--- config.mk ---
export PLATFORM = sky130hd
export DESIGN_NAME = shift_deserializer
export DESIGN_NICKNAME = d
export VERILOG_FILES = /design/src/rtl/shift_deserializer.sv
export SDC_FILE = /design/constraint.sdc
export NUM_CORES = 1
export LEC_CHECK = 0
export ABC_CLOCK_PERIOD_IN_PS = 1400
export BUFFER_PORTS_ARGS = -buffer_cell sky130_fd_sc_hd__buf_4
export CAP_MARGIN = 10
export CORE_UTILIZATION = 46
export CTS_CLUSTER_DIAMETER = 150
export DETAILED_ROUTE_END_ITERATION = 16
export GPL_ROUTABILITY_DRIVEN = 0
export GPL_TIMING_DRIVEN = 0
export MAX_ROUTING_LAYER = met4
export PLACE_DENSITY = 0.82
export REMOVE_ABC_BUFFERS = 1
export SYNTH_ARGS = -nofsm -noshare
export SYNTH_HDL_FRONTEND = slang
export SYNTH_SLANG_ARGS = --single-unit
--- constraint.sdc ---
create_clock -name clk -period 1.4 [get_ports clk]
set_clock_uncertainty 0.05 [all_clocks]
set_input_delay 0.07 -clock clk [delete_from_list [all_inputs] [get_ports clk]]
set_output_delay 0.07 -clock clk [all_outputs]
set_load 0.03 [all_outputs]
--- src/rtl/shift_deserializer.sv ---
// shift_deserializer
//   Serial-to-parallel receiver. Accepts one bit per clock on which bit_valid
//   is high and assembles WIDTH-bit words, either MSB-first or LSB-first. Each
//   completed word is presented on a registered output with a valid/ready
//   handshake. A sticky flag reports words that were dropped because the
//   consumer stalled.
//
// Ports
//   clk              : rising-edge clock
//   reset            : asynchronous reset, active low
//   serial_in        : incoming data bit
//   bit_valid        : serial_in is accepted on this edge
//   left_right_shift : 0 = MSB-first (left shift), 1 = LSB-first (right shift);
//                      sampled only on the first bit of each word
//   clear            : synchronous flush of the partial word and of overrun
//   q                : last completed word
//   q_valid          : q holds an unconsumed word
//   q_ready          : consumer takes q on an edge where q_valid is high
//   overrun          : sticky, a completed word was dropped
//   bit_count        : number of bits in the current partial word
module shift_deserializer #(
  parameter int unsigned WIDTH = 8
) (
  input  logic                     clk,
  input  logic                     reset,
  input  logic                     serial_in,
  input  logic                     bit_valid,
  input  logic                     left_right_shift,
  input  logic                     clear,
  output logic [WIDTH-1:0]         q,
  output logic                     q_valid,
  input  logic                     q_ready,
  output logic                     overrun,
  output logic [$clog2(WIDTH)-1:0] bit_count
);

  localparam int unsigned CW = $clog2(WIDTH);

  typedef enum logic {
    IDLE,
    COLLECT
  } state_t;

  state_t           r_state;
  logic             r_dir;
  logic [WIDTH-1:0] r_sr;
  logic [WIDTH-1:0] r_q;
  logic             r_q_valid;
  logic             r_overrun;
  logic [CW-1:0]    r_count;

  logic             w_dir;
  logic [WIDTH-1:0] w_sr_next;
  logic             w_last;

  // The first bit of a word uses the live direction input; later bits use the
  // direction latched with that first bit.
  always_comb begin
    w_dir     = (r_state == IDLE) ? left_right_shift : r_dir;
    w_sr_next = w_dir ? {serial_in, r_sr[WIDTH-1:1]}
                      : {r_sr[WIDTH-2:0], serial_in};
    w_last    = (r_state == COLLECT) && (r_count == CW'(WIDTH - 1));
  end

  always_ff @(posedge clk or negedge reset) begin
    if (!reset) begin
      r_state   <= IDLE;
      r_dir     <= 1'b0;
      r_sr      <= '0;
      r_q       <= '0;
      r_q_valid <= 1'b0;
      r_overrun <= 1'b0;
      r_count   <= '0;
    end else begin
      // Consumer handshake; a completion on the same edge overrides below.
      if (r_q_valid && q_ready)
        r_q_valid <= 1'b0;

      if (clear) begin
        r_state   <= IDLE;
        r_sr      <= '0;
        r_count   <= '0;
        r_overrun <= 1'b0;
      end else if (bit_valid) begin
        r_sr <= w_sr_next;
        if (r_state == IDLE)
          r_dir <= left_right_shift;

        if (w_last) begin
          r_state <= IDLE;
          r_count <= '0;
          if (!r_q_valid || q_ready) begin
            r_q       <= w_sr_next;
            r_q_valid <= 1'b1;
          end else begin
            r_overrun <= 1'b1;
          end
        end else begin
          r_state <= COLLECT;
          r_count <= r_count + 1'b1;
        end
      end
    end
  end

  assign q         = r_q;
  assign q_valid   = r_q_valid;
  assign overrun   = r_overrun;
  assign bit_count = r_count;

endmodule

# Word level (Yosys, flattened, before mapping)
# Cells that the tools add are included.
dict set report classes {
  mux 19
  shifts 0
  n_lt_le_gt_ge 0
  addsub 1
  reduce_logical 9
  mul 0
  div_mod_pow 0
  eq_ne 2
  n_bitwise 1
}
# op n
set op_table {}
lappend op_table {{$mux W8} 3}
lappend op_table {{$mux W1} 13}
lappend op_table {{$mux W3} 3}
lappend op_table {{$reduce_and A4 Y1} 1}
lappend op_table {{$reduce_bool A2 Y1} 2}
lappend op_table {{$add A3 B1 Y3 const B} 1}
lappend op_table {{$eq A3 B3 Y1 const B} 1}
lappend op_table {{$reduce_and A3 Y1} 1}
lappend op_table {{$logic_and A1 B1 Y1} 2}
lappend op_table {{$ne A2 B2 Y1 const B} 1}
lappend op_table {{$reduce_and A2 Y1} 1}
lappend op_table {{$logic_not A1 Y1} 1}
lappend op_table {{$logic_or A1 B1 Y1} 1}
lappend op_table {{$not A1 Y1} 1}
dict set report totals {
  latch_bits 0
  rom_bits 0
  wordCells 39
  mem_count 0
  ramBits 0
  ff_bits 23
  output_inout_bits 13
}

# Depth between registers and ports, before layout
dict set report depth {
  depth_word 6
  depth_mapped 5
}

# Worst setup path after synthesis
# Ideal clock, no wire load.
dict set report synth_timing {
  path_type {reg-to-reg}
  from {register r_count[0] (netlist: bit_count[0])}
  to {register r_q[0] (netlist: q[0])}
  t_arrival_ns 1.625
  t_required_ns 1.271
  period_less_slack_ns 1.755
  setup_slack_ns -0.355
  stages_incl_launch_ff 6
  path_cell_list {dfrtp_1 > ha_1 > ha_1 > nand2_1 > nor3_4 > mux2i_1}
}
dict set report synth_between {
  elab_chain_cells 3
}
# item line_no
set synth_rtl {}
lappend synth_rtl {{start: declaration} 50} ;# logic [CW-1:0] r_count;
lappend synth_rtl {{start signal: assignment} 100} ;# r_count <= r_count + 1'b1;
lappend synth_rtl {{$eq A3 B3 Y1} 62} ;# w_last = (r_state == COLLECT) && (r_count == CW'(WIDTH - 1));
lappend synth_rtl {{$logic_and A1 B1 Y1} 62}
lappend synth_rtl {{$reduce_and A4 Y1 (no line)} --}
lappend synth_rtl {{end signal: assignment} 93} ;# r_q <= w_sr_next;
lappend synth_rtl {{end: declaration} 47} ;# logic [WIDTH-1:0] r_q;
# No other way between the ends.
# A chain may end at the register's enable or synchronous reset.

# Worst setup path after layout
dict set report layout_timing {
  from {register r_count[0] (netlist: bit_count[0])}
  to {register r_overrun (netlist: overrun)}
}
dict set report layout_between {
  elab_chain_cells 4
}
# item line_no
set layout_rtl {}
lappend layout_rtl {{$eq A3 B3 Y1} 62}
lappend layout_rtl {{$logic_and A1 B1 Y1} 62}
lappend layout_rtl {{$reduce_bool A2 Y1 (no line)} --}
lappend layout_rtl {{$reduce_and A3 Y1 (no line)} --}
lappend layout_rtl {{end signal: assignment} 72} ;# r_overrun <= 1'b0;
lappend layout_rtl {{end signal: assignment} 83} ;# r_overrun <= 1'b0;
lappend layout_rtl {{end signal: assignment} 96} ;# r_overrun <= 1'b1;
lappend layout_rtl {{end: declaration} 49} ;# logic r_overrun;
# No other way between the ends.

==> impl_metrics.csv <==
group,metric,value,unit
outcome,status,"finished, violations left",
outcome,violations,"setup timing",
route,drt_iter0_drc,10,
critical_path,crit_buf_inv,2,
pwr,seqPwrFrac,57.3,%
synth,yosysMostFrequentCell,"dfrtp_1",
critical_path,critPathRequiredTime,1.52,ns
sta,postLayoutSetupSlackWorst,-0.0240,ns
critical_path,crit_slowest_cell,"dfrtp_1",
job,max_cap_viol_count,0,
clock_tree,htreeDepth,1,
route,drc,0,
sta,relSlewSlack,66.3,%
critical_path,crit_path_max_fanout,2,
synth,ys_warn_count,0,
grt,grt_pass1_wl,3570,µm
synth,async_reset_ff_share,100,%
sta,finalHoldViolations,0,
sta,rsz0062_at_grt,"true",
sta,tightest_slew,0.504,ns
clock_tree,clk_path_buf_depth,2,
critical_path,r2r_cells,6,
critical_path,r2r-start,"bit_count[0]",
synth,synth_commonest_cells,"23 x dfrtp_1, 17 x mux2i_1, 11 x nor2_1",
grt,track_usage,19.7,%
worst_hold_path,hold_path.class,"in2reg",
synth,ys_seq_area_share,55.4,%
cells_and_area,syn_to_final_growth,34.2,%
clock_tree,insertion_delay,0.30,ns
grt,grt_overflow,0,
synth,synthTopCellsByArea,"dfrtp_1 55%, mux2i_1 16%, a211oi_1 5.8%, nor2_1 4.0%, inv_1 2.9%",
clock_tree,cts_tree,"done",
synth,syn_area_per_cell,11.7,µm²
synth,synth_top_cell_area_share,55.4,%
die,die_x,49.5,µm
pwr,p_leak,0.000648,µW
pwr,clock_power_share,22.7,%
pwr,total_power,1290,µW
critical_path,crit_top_cell,"buf_4",
synth,synth.ff_latch_count,23,
pwr,power.share.switching,27.8,%
synth,synth_cells,89,
route,ant_nets,0,
critical_path,endpoint_kind,"register",
route,firstDrtPassIters,4,
pwr,pwr-share-comb,20.0,%
grt,antenna_found_initial,0,
die,io_pins,20,
cells_and_area,nNetsFinal,130,
critical_path,timing.critical_path.to,"overrun",
synth,synth_flop_cell,"dfrtp_1",
placed_design,io_buffer_count,19,
die,die_y,49.5,µm
placed_design,dp_hpwl,1300,µm
critical_path,cp_cell_sequence,"ha_2, ha_4, buf_4, buf_4, a41oi_1, nor2_1",
critical_path,criticalPathCategory,"reg2reg",
clock_tree,cts_buffers,3,
sta,finalCritPeriodShare,102,%
route,routed_wirelength,2070,µm
grt,grt_start_max_net_pins,26,
critical_path,cp-startpoint,"bit_count[0]",
critical_path,start_kind,"register",
critical_path,path_depth,6,
clock_tree,numClockSinks,23,
sta,setup_viol,5,
synth,ys_types,18,
critical_path,max_stage_delay,0.41,ns
clock_tree,cts.root.buffer_cell,"clkbuf_4",
synth,synth-edff-count,0,
critical_path,crit_family,"flip-flops",
synth,synth_top_area_cell,"dfrtp_1",
cells_and_area,drive_gt1_share,36.7,%
sta,max_freq,702,MHz
sta,period_needed,1.42,ns
sta,drv_slew,0,
critical_path,reg2reg_slack,-0.02,ns
pwr,power.density,924,mW/mm²
die,initial_core_util,50.9,%
route,wire_per_inst,14.1,µm
pwr,switching_power,357,µW
route,vias,772,
cells_and_area,regArea,577,µm²
pwr,p_int,930,µW
critical_path,reg2reg_to,"overrun",
cells_and_area,multi_input_area,475,µm²
pwr,ir_drop,635,µV
cells_and_area,antenna_cells,0,
grt,grt_pass1_vias,801,
die,coreArea,0.00204,mm²
synth,mappedNetlistArea,0.00104,mm²
clock_tree,clkSlewWorstSetupHoldPaths,0.12,ns
placed_design,preCtsSetupSlack,-0.381,ns
route,via_per_inst,5.25,
cells_and_area,num-fill-cells,165,
die,rows,16,
critical_path,crit_arrival,1.55,ns
die,die-area,0.00245,mm²
## kinds of logic (layout without fill, tap and decap cells)
| group | Yosys count | after routing | share of synthesized area, % |
|---|---|---|---|
| flops | 23 | 23 | 55.4 |
| simple gates | 21 | 21 | 10.4 |
| mux | 18 | 18 | 18.6 |
| compound gates | 14 | 14 | 9.28 |
| buf+inv | 11 | 42 | 3.98 |
| fa+ha+maj | 2 | 2 | 2.41 |
## per-layer routing
layer / track usage [%] / vias up / wire (µm)
met5: - / - / 0
li1: - / 371 / -
met3: 2.16 / 8 / 57
met1: 24.2 / 376 / 894
met4: 9.05 / 0 / 72
met2: 32.6 / 17 / 1050
## layout by cell type, fill, tap and decap left out
cell / instances
nand2b_1: 3
a21oi_1: 2
nand2_1: 1
clkbuf_4: 3
ha_4: 1
a211oi_1: 8
nor3_4: 1
buf_6: 2
dlygate4sd3_1: 2
o21bai_1: 1
a41oi_1: 1
buf_12: 1
ha_2: 1
nor2b_1: 1
mux2i_4: 2
mux2i_2: 5
clkinv_2: 1
nor2_1: 11
dfrtp_2: 1
inv_1: 8
nand2_4: 1
nand3b_1: 1
mux2i_1: 11
o21ai_0: 2
nand3_1: 2
buf_4: 25
dfrtp_1: 22
## power groups by stage
| stage | Sequential, µW | Combinational [µW] | Clock, µW |
|---|---|---|---|
| after floorplan | 773 | 89.6 | 0 |
| final | 737 | 257 | 293 |
| after CTS | 732 | 237 | 312 |
| after detailed placement | 747 | 204 | 0 |
| after global placement | 744 | 200 | 0 |
| after global routing | 744 | 281 | 329 |
## layout make-up
class	instances	area share, %
sequential	23	41.4
multi-input combinational	55	34.1
timing repair buffer	30	18.0
tap	27	2.42
inverter	8	2.15
clock buffer	3	1.62
clock inverter	1	0.359
## worst reg2reg max path, stage by stage, from the launching register on
cell and delay, ns:
dfrtp_1 0.41, ha_2 0.21, ha_4 0.17, buf_4 0.13, buf_4 0.12, a41oi_1 0.14
nor2_1 0.07
## worst min path at each step
stage / startpoint / slack (ns) / depth (start not counted) / end
2_1_floorplan: reset / -0.28 / 0 / bit_count[0]
3_3_place_gp: reset / -0.07 / 1 / q[3]
3_5_place_dp: reset / -0.07 / 1 / r_sr[4]
4_1_cts: serial_in / 0.04 / 3 / q[7]
5_1_grt: q_ready / 0.07 / 3 / q_valid
6_report: serial_in / 0.05 / 3 / q[7]
## timing repair
action                                 4_1_cts  5_1_grt
endpoints found under the hold margin       36        0
hold buffers                                 2        0
setup buffers                                8        1
gates resized for setup                      7        8
setup endpoints to repair                   18       16
pin swaps                                    2        0
## flip-flops by register name (all words and copies together) (netlist names)
register	flops
q_valid	1
r_sr	8
bit_count	3
q	8
r_dir	1
overrun	1
r_state	1
## per-stage QoR
step / TNS, ns / hold WS [ns] / std cells / cell area, µm² / util [%]
global route: -1.22 / 0.0705 / 147 / 1390 / 68.3
detailed placement: -3.96 / -0.0727 / 132 / 1200 / 58.9
floorplan: -2.86 / -0.276 / 86 / 1030 / -
global placement: -3.33 / -0.0727 / 132 / 1200 / 58.9
finish: -0.0446 / 0.0519 / 147 / 1390 / 68.3
CTS: 0 / 0.0370 / 146 / 1350 / 66.1
No activity file was read; power rests on OpenSTA's default activity.
